$ cat src/rtl/muldiv_pkg.sv
// Shared encodings and helpers for the multiply/divide controller.
// Opcodes, FSM states, divider iteration count and sign helpers.
package muldiv_pkg;

    localparam logic [2:0] MD_MUL  = 3'd0;
    localparam logic [2:0] MD_DIV  = 3'd1;
    localparam logic [2:0] MD_MTHI = 3'd2;
    localparam logic [2:0] MD_MTLO = 3'd3;

    localparam int DIV_ITERS = 32;

    typedef enum logic [1:0] {
        ST_IDLE = 2'd0,
        ST_MUL  = 2'd1,
        ST_DIV  = 2'd2,
        ST_FIN  = 2'd3
    } md_state_e;

    function automatic logic [31:0] abs_if(input logic [31:0] v, input logic sgn);
        if (sgn && v[31]) begin
            return 32'd0 - v;
        end else begin
            return v;
        end
    endfunction

    function automatic logic [31:0] neg_if(input logic [31:0] v, input logic neg);
        if (neg) begin
            return 32'd0 - v;
        end else begin
            return v;
        end
    endfunction

endpackage

$ cat src/rtl/muldiv_ctrl_div_iter.sv
// Radix-2 restoring divider datapath on operand magnitudes.
// The quotient register starts out holding the dividend and shifts quotient bits in from the right.
module div_iter
    import muldiv_pkg::*;
(
    input  logic        clk,
    input  logic        reset,
    input  logic        start,
    input  logic        step,
    input  logic [31:0] a,
    input  logic [31:0] b,
    input  logic        sign,
    output logic [31:0] quo,
    output logic [31:0] rem
);

    logic [31:0] quo_r;
    logic [31:0] rem_r;
    logic [31:0] dvs_r;
    logic [32:0] shifted_s;
    logic [31:0] diff_s;
    logic        fits_s;

    // Trial subtract of the divisor from the shifted partial remainder.
    // A zero divisor always fits, which yields an all-ones quotient and remainder |a|.
    always_comb begin
        shifted_s = {rem_r, quo_r[31]};
        fits_s    = (shifted_s >= {1'b0, dvs_r});
        diff_s    = shifted_s[31:0] - dvs_r;
    end

    // Remainder/quotient/divisor registers: load on start, one iteration per step.
    always_ff @(posedge clk or posedge reset) begin
        if (reset) begin
            quo_r <= 32'd0;
            rem_r <= 32'd0;
            dvs_r <= 32'd0;
        end else if (start) begin
            quo_r <= abs_if(a, sign);
            rem_r <= 32'd0;
            dvs_r <= abs_if(b, sign);
        end else if (step) begin
            rem_r <= fits_s ? diff_s : shifted_s[31:0];
            quo_r <= {quo_r[30:0], fits_s};
        end else begin
            quo_r <= quo_r;
            rem_r <= rem_r;
            dvs_r <= dvs_r;
        end
    end

    assign quo = quo_r;
    assign rem = rem_r;

endmodule

$ cat src/rtl/muldiv_ctrl.sv
// Multiply/divide controller owning HI/LO: fixed-latency multiplier pipeline,
// iterative divider sequencing, MTHI/MTLO writes and cancel handling.
module muldiv_ctrl
    import muldiv_pkg::*;
#(
    parameter int MUL_LAT = 2
)(
    input  logic        clk,
    input  logic        reset,
    input  logic        valid_i,
    output logic        ready_o,
    input  logic [2:0]  op_i,
    input  logic        sign_i,
    input  logic [31:0] a_i,
    input  logic [31:0] b_i,
    input  logic        cancel_i,
    output logic        busy_o,
    output logic        done_o,
    output logic [31:0] hi_o,
    output logic [31:0] lo_o
);

    md_state_e   state_r;
    md_state_e   state_s;
    logic [4:0]  cnt_r;
    logic        busy_r;
    logic        done_r;
    logic [31:0] hi_r;
    logic [31:0] lo_r;
    logic        neg_q_r;
    logic        neg_rem_r;
    logic [63:0] mul_pipe_r [MUL_LAT];

    logic        accept_s;
    logic        div_start_s;
    logic        div_step_s;
    logic        mul_wr_s;
    logic        div_wr_s;
    logic [63:0] mul_a_s;
    logic [63:0] mul_b_s;
    logic [63:0] prod_s;
    logic [31:0] div_quo_s;
    logic [31:0] div_rem_s;

    assign accept_s = valid_i && (state_r == ST_IDLE);

    // Sign-extended operands; the low 64 bits of the product are then correct for both signednesses.
    always_comb begin
        mul_a_s = {{32{sign_i & a_i[31]}}, a_i};
        mul_b_s = {{32{sign_i & b_i[31]}}, b_i};
        prod_s  = mul_a_s * mul_b_s;
    end

    // Next-state and control decode; cancel outranks completion in every busy state.
    always_comb begin
        state_s     = state_r;
        div_start_s = 1'b0;
        div_step_s  = 1'b0;
        mul_wr_s    = 1'b0;
        div_wr_s    = 1'b0;
        case (state_r)
            ST_IDLE: begin
                if (accept_s) begin
                    case (op_i)
                        MD_MUL:  state_s = ST_MUL;
                        MD_DIV: begin
                            state_s     = ST_DIV;
                            div_start_s = 1'b1;
                        end
                        default: state_s = ST_IDLE;
                    endcase
                end else begin
                    state_s = ST_IDLE;
                end
            end
            ST_MUL: begin
                if (cancel_i) begin
                    state_s = ST_IDLE;
                end else if (cnt_r == 5'd0) begin
                    mul_wr_s = 1'b1;
                    state_s  = ST_IDLE;
                end else begin
                    state_s = ST_MUL;
                end
            end
            ST_DIV: begin
                if (cancel_i) begin
                    state_s = ST_IDLE;
                end else begin
                    div_step_s = 1'b1;
                    state_s    = (cnt_r == 5'd0) ? ST_FIN : ST_DIV;
                end
            end
            ST_FIN: begin
                if (cancel_i) begin
                    state_s = ST_IDLE;
                end else begin
                    div_wr_s = 1'b1;
                    state_s  = ST_IDLE;
                end
            end
            default: state_s = ST_IDLE;
        endcase
    end

    // State register plus registered busy flag derived from the next state.
    always_ff @(posedge clk or posedge reset) begin
        if (reset) begin
            state_r <= ST_IDLE;
            busy_r  <= 1'b0;
        end else begin
            state_r <= state_s;
            busy_r  <= (state_s != ST_IDLE);
        end
    end

    // Iteration counter: loaded on accept, counts down while MUL/DIV runs, cleared on return to IDLE.
    always_ff @(posedge clk or posedge reset) begin
        if (reset) begin
            cnt_r <= 5'd0;
        end else if (accept_s && (op_i == MD_MUL)) begin
            cnt_r <= 5'(MUL_LAT - 1);
        end else if (accept_s && (op_i == MD_DIV)) begin
            cnt_r <= 5'(DIV_ITERS - 1);
        end else if ((state_r != ST_IDLE) && (state_s == ST_IDLE)) begin
            cnt_r <= 5'd0;
        end else if ((cnt_r != 5'd0) && ((state_r == ST_MUL) || (state_r == ST_DIV))) begin
            cnt_r <= cnt_r - 5'd1;
        end else begin
            cnt_r <= cnt_r;
        end
    end

    // Multiplier pipeline: stage 0 captures the product at accept, later stages just shift.
    always_ff @(posedge clk or posedge reset) begin
        if (reset) begin
            for (int i = 0; i < MUL_LAT; i++) begin
                mul_pipe_r[i] <= 64'd0;
            end
        end else begin
            for (int i = MUL_LAT - 1; i > 0; i--) begin
                mul_pipe_r[i] <= mul_pipe_r[i-1];
            end
            if (accept_s && (op_i == MD_MUL)) begin
                mul_pipe_r[0] <= prod_s;
            end else begin
                mul_pipe_r[0] <= mul_pipe_r[0];
            end
        end
    end

    // Divide sign fix-up flags captured at accept.
    always_ff @(posedge clk or posedge reset) begin
        if (reset) begin
            neg_q_r   <= 1'b0;
            neg_rem_r <= 1'b0;
        end else if (accept_s && (op_i == MD_DIV)) begin
            neg_q_r   <= sign_i & (a_i[31] ^ b_i[31]);
            neg_rem_r <= sign_i & a_i[31];
        end else begin
            neg_q_r   <= neg_q_r;
            neg_rem_r <= neg_rem_r;
        end
    end

    div_iter u_div_iter (
        .clk   (clk),
        .reset (reset),
        .start (div_start_s),
        .step  (div_step_s),
        .a     (a_i),
        .b     (b_i),
        .sign  (sign_i),
        .quo   (div_quo_s),
        .rem   (div_rem_s)
    );

    // Architectural HI/LO and the completion pulse.
    always_ff @(posedge clk or posedge reset) begin
        if (reset) begin
            hi_r   <= 32'd0;
            lo_r   <= 32'd0;
            done_r <= 1'b0;
        end else begin
            done_r <= mul_wr_s | div_wr_s;
            if (accept_s && (op_i == MD_MTHI)) begin
                hi_r <= a_i;
            end else if (accept_s && (op_i == MD_MTLO)) begin
                lo_r <= a_i;
            end else if (mul_wr_s) begin
                {hi_r, lo_r} <= mul_pipe_r[MUL_LAT-1];
            end else if (div_wr_s) begin
                lo_r <= neg_if(div_quo_s, neg_q_r);
                hi_r <= neg_if(div_rem_s, neg_rem_r);
            end else begin
                hi_r <= hi_r;
                lo_r <= lo_r;
            end
        end
    end

    assign ready_o = ~busy_r;
    assign busy_o  = busy_r;
    assign done_o  = done_r;
    assign hi_o    = hi_r;
    assign lo_o    = lo_r;

endmodule

$ cat config.mk
export PLATFORM = sky130hd
export DESIGN_NAME = muldiv_ctrl
export DESIGN_NICKNAME = d
export VERILOG_FILES = /design/src/rtl/muldiv_pkg.sv /design/src/rtl/muldiv_ctrl_div_iter.sv /design/src/rtl/muldiv_ctrl.sv
export SDC_FILE = /design/constraint.sdc
export NUM_CORES = 2
export LEC_CHECK = 0
export ABC_CLOCK_PERIOD_IN_PS = 6650
export CAP_MARGIN = 30
export CORE_AREA = 2 2 333 335
export CTS_CLUSTER_DIAMETER = 120
export DETAILED_ROUTE_END_ITERATION = 16
export DIE_AREA = 0 0 335 337
export GPL_TIMING_DRIVEN = 0
export PLACE_DENSITY = 0.69
export SLEW_MARGIN = 30
export SYNTH_ARGS = -nofsm -noshare
export SYNTH_HDL_FRONTEND = slang
export SYNTH_HIERARCHICAL = 1
export SYNTH_SLANG_ARGS = --single-unit
$ cat constraint.sdc
create_clock -name clk -period 6.65 [get_ports clk]
set_clock_uncertainty 0.05 [all_clocks]
set_input_delay 0.9975 -clock clk [delete_from_list [all_inputs] [get_ports clk]]
set_output_delay 0.9975 -clock clk [all_outputs]
set_load 0.05 [all_outputs]
# Word level (Yosys, flattened, before mapping)
# Cells that the tools add are included.
[classes] add_sub_neg=6 muxes=36 magnitude_cmp=1 bitwise_logic=7 n_mul=1 n_reduce_logical=23 eq_ne=7 shifts=0 div=0
[op_table] operator="$mux W32" n=16
[op_table] operator="$sub A1 B32 Y32 const A" n=4
[op_table] operator="$mul A33 B33 Y64" n=1
[op_table] operator="$ge A33 B32 Y1" n=1
[op_table] operator="$sub A32 B32 Y32" n=1
[op_table] operator="$mux W5" n=4
[op_table] operator="$mux W1" n=12
[op_table] operator="$logic_and A1 B1 Y1" n=9
[op_table] operator="$pmux W2 S4" n=1
[op_table] operator="$eq A3 B2 Y1 const B" n=2
[op_table] operator="$reduce_bool A2 Y1" n=3
[op_table] operator="$reduce_bool A3 Y1" n=2
[op_table] operator="$logic_not A5 Y1" n=1
[op_table] operator="$reduce_bool A5 Y1" n=1
[op_table] operator="$sub A5 B1 Y5 const B" n=1
[op_table] operator="$eq A2 B2 Y1 const B" n=2
[op_table] operator="$logic_not A2 Y1" n=2
[op_table] operator="$mux W2" n=2
[op_table] operator="$pmux W2 S2" n=1
[op_table] operator="$reduce_and A2 Y1" n=2
[op_table] operator="$reduce_bool A4 Y1" n=1
[op_table] operator="$and A1 B1 Y1" n=3
[op_table] operator="$eq A3 B1 Y1 const B" n=1
[op_table] operator="$logic_not A3 Y1" n=1
[op_table] operator="6 further kinds" n=7
[word_totals] in_bits=72 latch_bits=0 n_memories=0 out_inout_bits=67 regBits=299 word_cells=94 mem_bits_rw=0 mem_bits_ro=0

# Depth between registers and ports, before layout
[depth] word_depth=9 depth_mapped=31 mapped_depth_nobuf=28

# By module
# The synthesis kept the hierarchy.
[modules_own_cells] module="muldiv_ctrl" instances=1 seq_area_each_um2=5079.9 area_each_um2=47078.9 cells_each=5152
[modules_own_cells] module="div_iter" instances=1 seq_area_each_um2=2402.3 area_each_um2=7279.5 cells_each=900

# Worst setup path after synthesis
# No wires, ideal clock.
[synth_timing] path_kind="input-to-reg" start="input sign_i" end="register mul_pipe_r[124] in the netlist's numbering" required_time_ns=6.474 setup_time_ns=0.126 arrival_ns=8.331 path_buffers=3 setup_slack_ns=-1.857 stages=27 path_cell_list="and2_1 -> clkbuf_1 -> clkbuf_1 -> nand2_1 -> inv_1 -> fa_1 -> fa_1 -> fa_1 -> inv_1 -> fa_1 -> inv_1 -> fa_1 -> fa_1 -> fa_1 -> inv_1 -> fa_1 -> inv_1 -> ha_1 -> clkbuf_1 -> o21ai_0 -> a21oi_1 -> nand3_1 -> o311a_1 -> o311a_1 -> o21bai_1 -> a311oi_1 -> a221o_1"
[synth_via] elab_chain_len=2 word_cells_on_any_way=3 cone_classes="1 x mul; 2 x bitwise"
[synth_rtl] item="start: declaration" line_no="muldiv_ctrl.sv:13" source="input logic sign_i,"
[synth_rtl] item="$and A1 B1 Y1, on equally long branches" line_no="muldiv_ctrl.sv:49, muldiv_ctrl.sv:50"
[synth_rtl] item="$mul A33 B33 Y64 (*)" line_no="muldiv_ctrl.sv:51" source="prod_s = mul_a_s * mul_b_s;"
[synth_rtl] item="end signal: indexed assignment" line_no="muldiv_ctrl.sv:142" source="mul_pipe_r[i] <= mul_pipe_r[i-1];"
[synth_rtl] item="end: declaration" line_no="muldiv_ctrl.sv:32" source="logic [63:0] mul_pipe_r [MUL_LAT];"
# Every way passes the cells marked *; elsewhere a longest branch is shown, timed or not.
# A chain may end at the register's enable or synchronous reset.

# Worst setup path in the final report
[layout_timing] start="input a_i[31]" end="register mul_pipe_r[125] in the netlist's numbering"
[layout_via] elab_chain_len=2
[layout_rtl] item="start: declaration" line_no="muldiv_ctrl.sv:14" source="input logic [31:0] a_i,"
[layout_rtl] item="$and A1 B1 Y1" line_no="muldiv_ctrl.sv:49" source="mul_a_s = {{32{sign_i & a_i[31]}}, a_i};"
[layout_rtl] item="$mul A33 B33 Y64 (*)" line_no="muldiv_ctrl.sv:51"
# Marked as above.

==> results.sh <==
export IMPL_cts_buffer_depth=3
export IMPL_setup_ws_ps=-1753
export IMPL_cts_made_buffers=27
export IMPL_synth_edf_count=0
export IMPL_worstSetupPathType="in2reg"
export IMPL_grt_pass1_vias=48680
export IMPL_fmax_mhz=119.0
export IMPL_async_flop_share_pct=100.0
export IMPL_cp_arrival_ps=8830
export IMPL_synth_nets=7504
export IMPL_antenna_found_initial=18
export IMPL_finalCriticalPeriod_ps=8403
export IMPL_synth_top_flop_cell="dfrtp_1"
export IMPL_worstPathMaxFanout=10
export IMPL_hold_path_class="reg2reg"
export IMPL_grt_usage_pct=39.17
export IMPL_ctsHoldBuffers=0
export IMPL_holdWs_ps=324.6
export IMPL_nNetsFinal=7952
export IMPL_wl_per_cell_um=27.65
export IMPL_slowest_delay_ps=700
export IMPL_ys_warn_count=6
export IMPL_final_common_cell="inv_1"
export IMPL_ys_ff_latch=299
export IMPL_synthToLayoutAreaGrowth_pct=21.36
export IMPL_slew_viol_final=0
export IMPL_first_iter_violations=4994
export IMPL_outcome="finished, violations left"
export IMPL_die_y_um=337
export IMPL_violations="negative setup slack"
export IMPL_cts_root_buf="clkbuf_16"
export IMPL_clkSinkCount=299
export IMPL_htree_num_levels=1
export IMPL_numPortBuffers=138
export IMPL_yosysSeqAreaShare_pct=13.76
export IMPL_grt_pass1_wl_um=318300
export IMPL_cp_start_kind="input pin"
export IMPL_fin_tns_setup_ps=-50280
export IMPL_rows=122
export IMPL_cp_required_ps=7080
export IMPL_synth_distinct_cells=81
export IMPL_cts_tree="built"
export IMPL_mostFrequentLayoutCells="1120 x inv_1, 1052 x fa_1, 976 x nand2_1, 333 x and2_1, 299 x dfrtp_1"
export IMPL_setup_viol_count_final=45
export IMPL_synth_cells=6052
export IMPL_grt_max_degree=89
export IMPL_die_w_um=335
export IMPL_drc=0
export IMPL_hpwl_um=167800
export IMPL_final_core_util_pct=60.19
export IMPL_initial_core_util_pct=49.60
export IMPL_max_slew_margin_rel_pct=30.91
export IMPL_drtAntennaViolNets=0
export IMPL_dp_cells=7620
export IMPL_critPathSlowestCell="fa_2"
export IMPL_via_per_inst=5.909
export IMPL_syn_mean_instance_area_sq_um=8.982
export IMPL_hold_violations=0
export IMPL_vias=46980
export IMPL_drtPass1Iterations=6
export IMPL_fin_cells=7951
export IMPL_drv_cap=0
export IMPL_cts_clk_slew_worst_paths_ps=70
export IMPL_worst_slew_pin_transition_ps=1036
export IMPL_grt_setup_unrepaired="yes"
export IMPL_fin_crit_sh_pct=126.4
export IMPL_syn_area_sq_um=54360
export IMPL_dieArea_sq_um=112900
export IMPL_wl_um=219900
export IMPL_grt_overflow_total=0
export IMPL_drive_above_1_share_pct=16.37
export IMPL_clock_latency_ps=580
export IMPL_cpMostUsedCell="fa_1"
export IMPL_place_congestion=1.075
export IMPL_coreArea_sq_um=109600
export IMPL_end_kind="register"
export IMPL_ios=139
-- kinds of logic (layout without fill, tap and decap cells) --
group | Yosys count | after routing | share of synthesized area [%]
DFF | 299 | 299 | 13.76
muxes | 41 | 41 | 0.7596
and+or+nand+nor | 1822 | 1822 | 15.34
other | 0 | 5 | 0
xor gates and xnor gates | 212 | 212 | 3.416
buffers and inverters | 1551 | 2019 | 10.75
AOI/OAI and AO/OA | 747 | 747 | 8.648
adders and majority gates | 1380 | 1380 | 47.32
-- layer usage --
metal  track usage (%)  part of all wire (%)  up-vias
met1             49.66                    36    24050
met5            0.5957                 0.026        -
met2             56.36                    42     2890
li1                  -                     -    19220
met4             29.28                   9.2        8
met3             12.12                    12      816
-- cells in the mapped netlist, types with 16 or more instances --
cell / number / area (sq um)
o31ai_1: 41 / 307.8
xnor2_1: 101 / 884.6
nor4_1: 17 / 106.4
xor2_1: 111 / 972.2
dfrtp_1: 299 / 7482
nor2_1: 218 / 818.3
or2_2: 16 / 100.1
nand4_1: 23 / 143.9
clkbuf_1: 328 / 1231
nor3_1: 26 / 130.1
nand2_1: 1008 / 3784
and3_1: 29 / 181.4
o21ai_0: 206 / 1031
a211oi_1: 81 / 608.1
a21oi_1: 212 / 1061
nor2b_1: 16 / 100.1
and2_1: 364 / 2277
or3_1: 19 / 118.9
a21o_1: 49 / 367.9
fa_1: 1126 / 22540
a311oi_1: 24 / 210.2
mux2i_1: 39 / 390.4
inv_1: 1192 / 4474
ha_1: 254 / 3178
nand3_1: 38 / 190.2
-- path summary, 6_finish.rpt --
kind / slack, ps / from / cells after the start / end
max: -1750 / a_i[31] / 28 / mul_pipe_r[125]$_DFFE_PP0P_
min: 320 / mul_pipe_r[114]$_DFFE_PP0P_ / 0 / mul_pipe_r[50]$_DFF_PP0_
max reg2reg: 2150 / u_div_iter/rem[24]$_DFFE_PP0P_ / 12 / u_div_iter/rem[19]$_DFFE_PP0P_
min reg2reg: 320 / mul_pipe_r[114]$_DFFE_PP0P_ / 0 / mul_pipe_r[50]$_DFF_PP0_
max in group asynchronous: 4930 / reset / 3 / u_div_iter/rem[20]$_DFFE_PP0P_
min in group asynchronous: 830 / reset / 2 / lo_o[23]$_DFFE_PP0P_
-- flip-flops by register name, summed over array words and instances, names as in the netlist --
name and count:
neg_rem_r 1, neg_q_r 1, u_div_iter/rem 32, hi_o 32
busy_o 1, u_div_iter/dvs_r 32, cnt_r 5, mul_pipe_r 128
done_o 1, u_div_iter/quo 32, lo_o 32, state_r 2
-- cell type report --
| class | instances | area, sq um |
|---|---|---|
| antenna | 5 | 12.51 |
| sequential | 299 | 7482 |
| inverter | 1192 | 4516 |
| clock buffer | 32 | 744.5 |
| buffer | 325 | 3963 |
| tap | 1426 | 1784 |
| clock inverter | 17 | 191.4 |
| timing repair buffer | 453 | 4433 |
| fill | 9221 | 43630 |
| multi-input combinational | 4202 | 42840 |
-- per-stage QoR --
stage	setup WS, ps	instance area, sq um
floorplan	-1511	55730
global placement	-4403	58890
detailed placement	-4144	58990
CTS	-1578	65310
global route	-1852	65960
finish	-1753	65970
-- critical path: cells and delay by family --
kind	cells	cell delay (ps)
compound gates	4	590
fa+ha+maj	9	4720
buf+inv	9	1160
simple gates	6	1340
-- timing repair --
| item | CTS | global route |
|---|---|---|
| endpoints found under the setup margin | 54 | 48 |
| hold endpoints to repair | 0 | 0 |
| gates cloned | 4 | 2 |
| gates resized for setup | 1119 | 175 |
| buffers inserted | 246 | 94 |
| pin swaps | 199 | 147 |
Power is not shown: default switching activity piles up to over one toggle a cycle in this logic, so the estimate is an artifact.
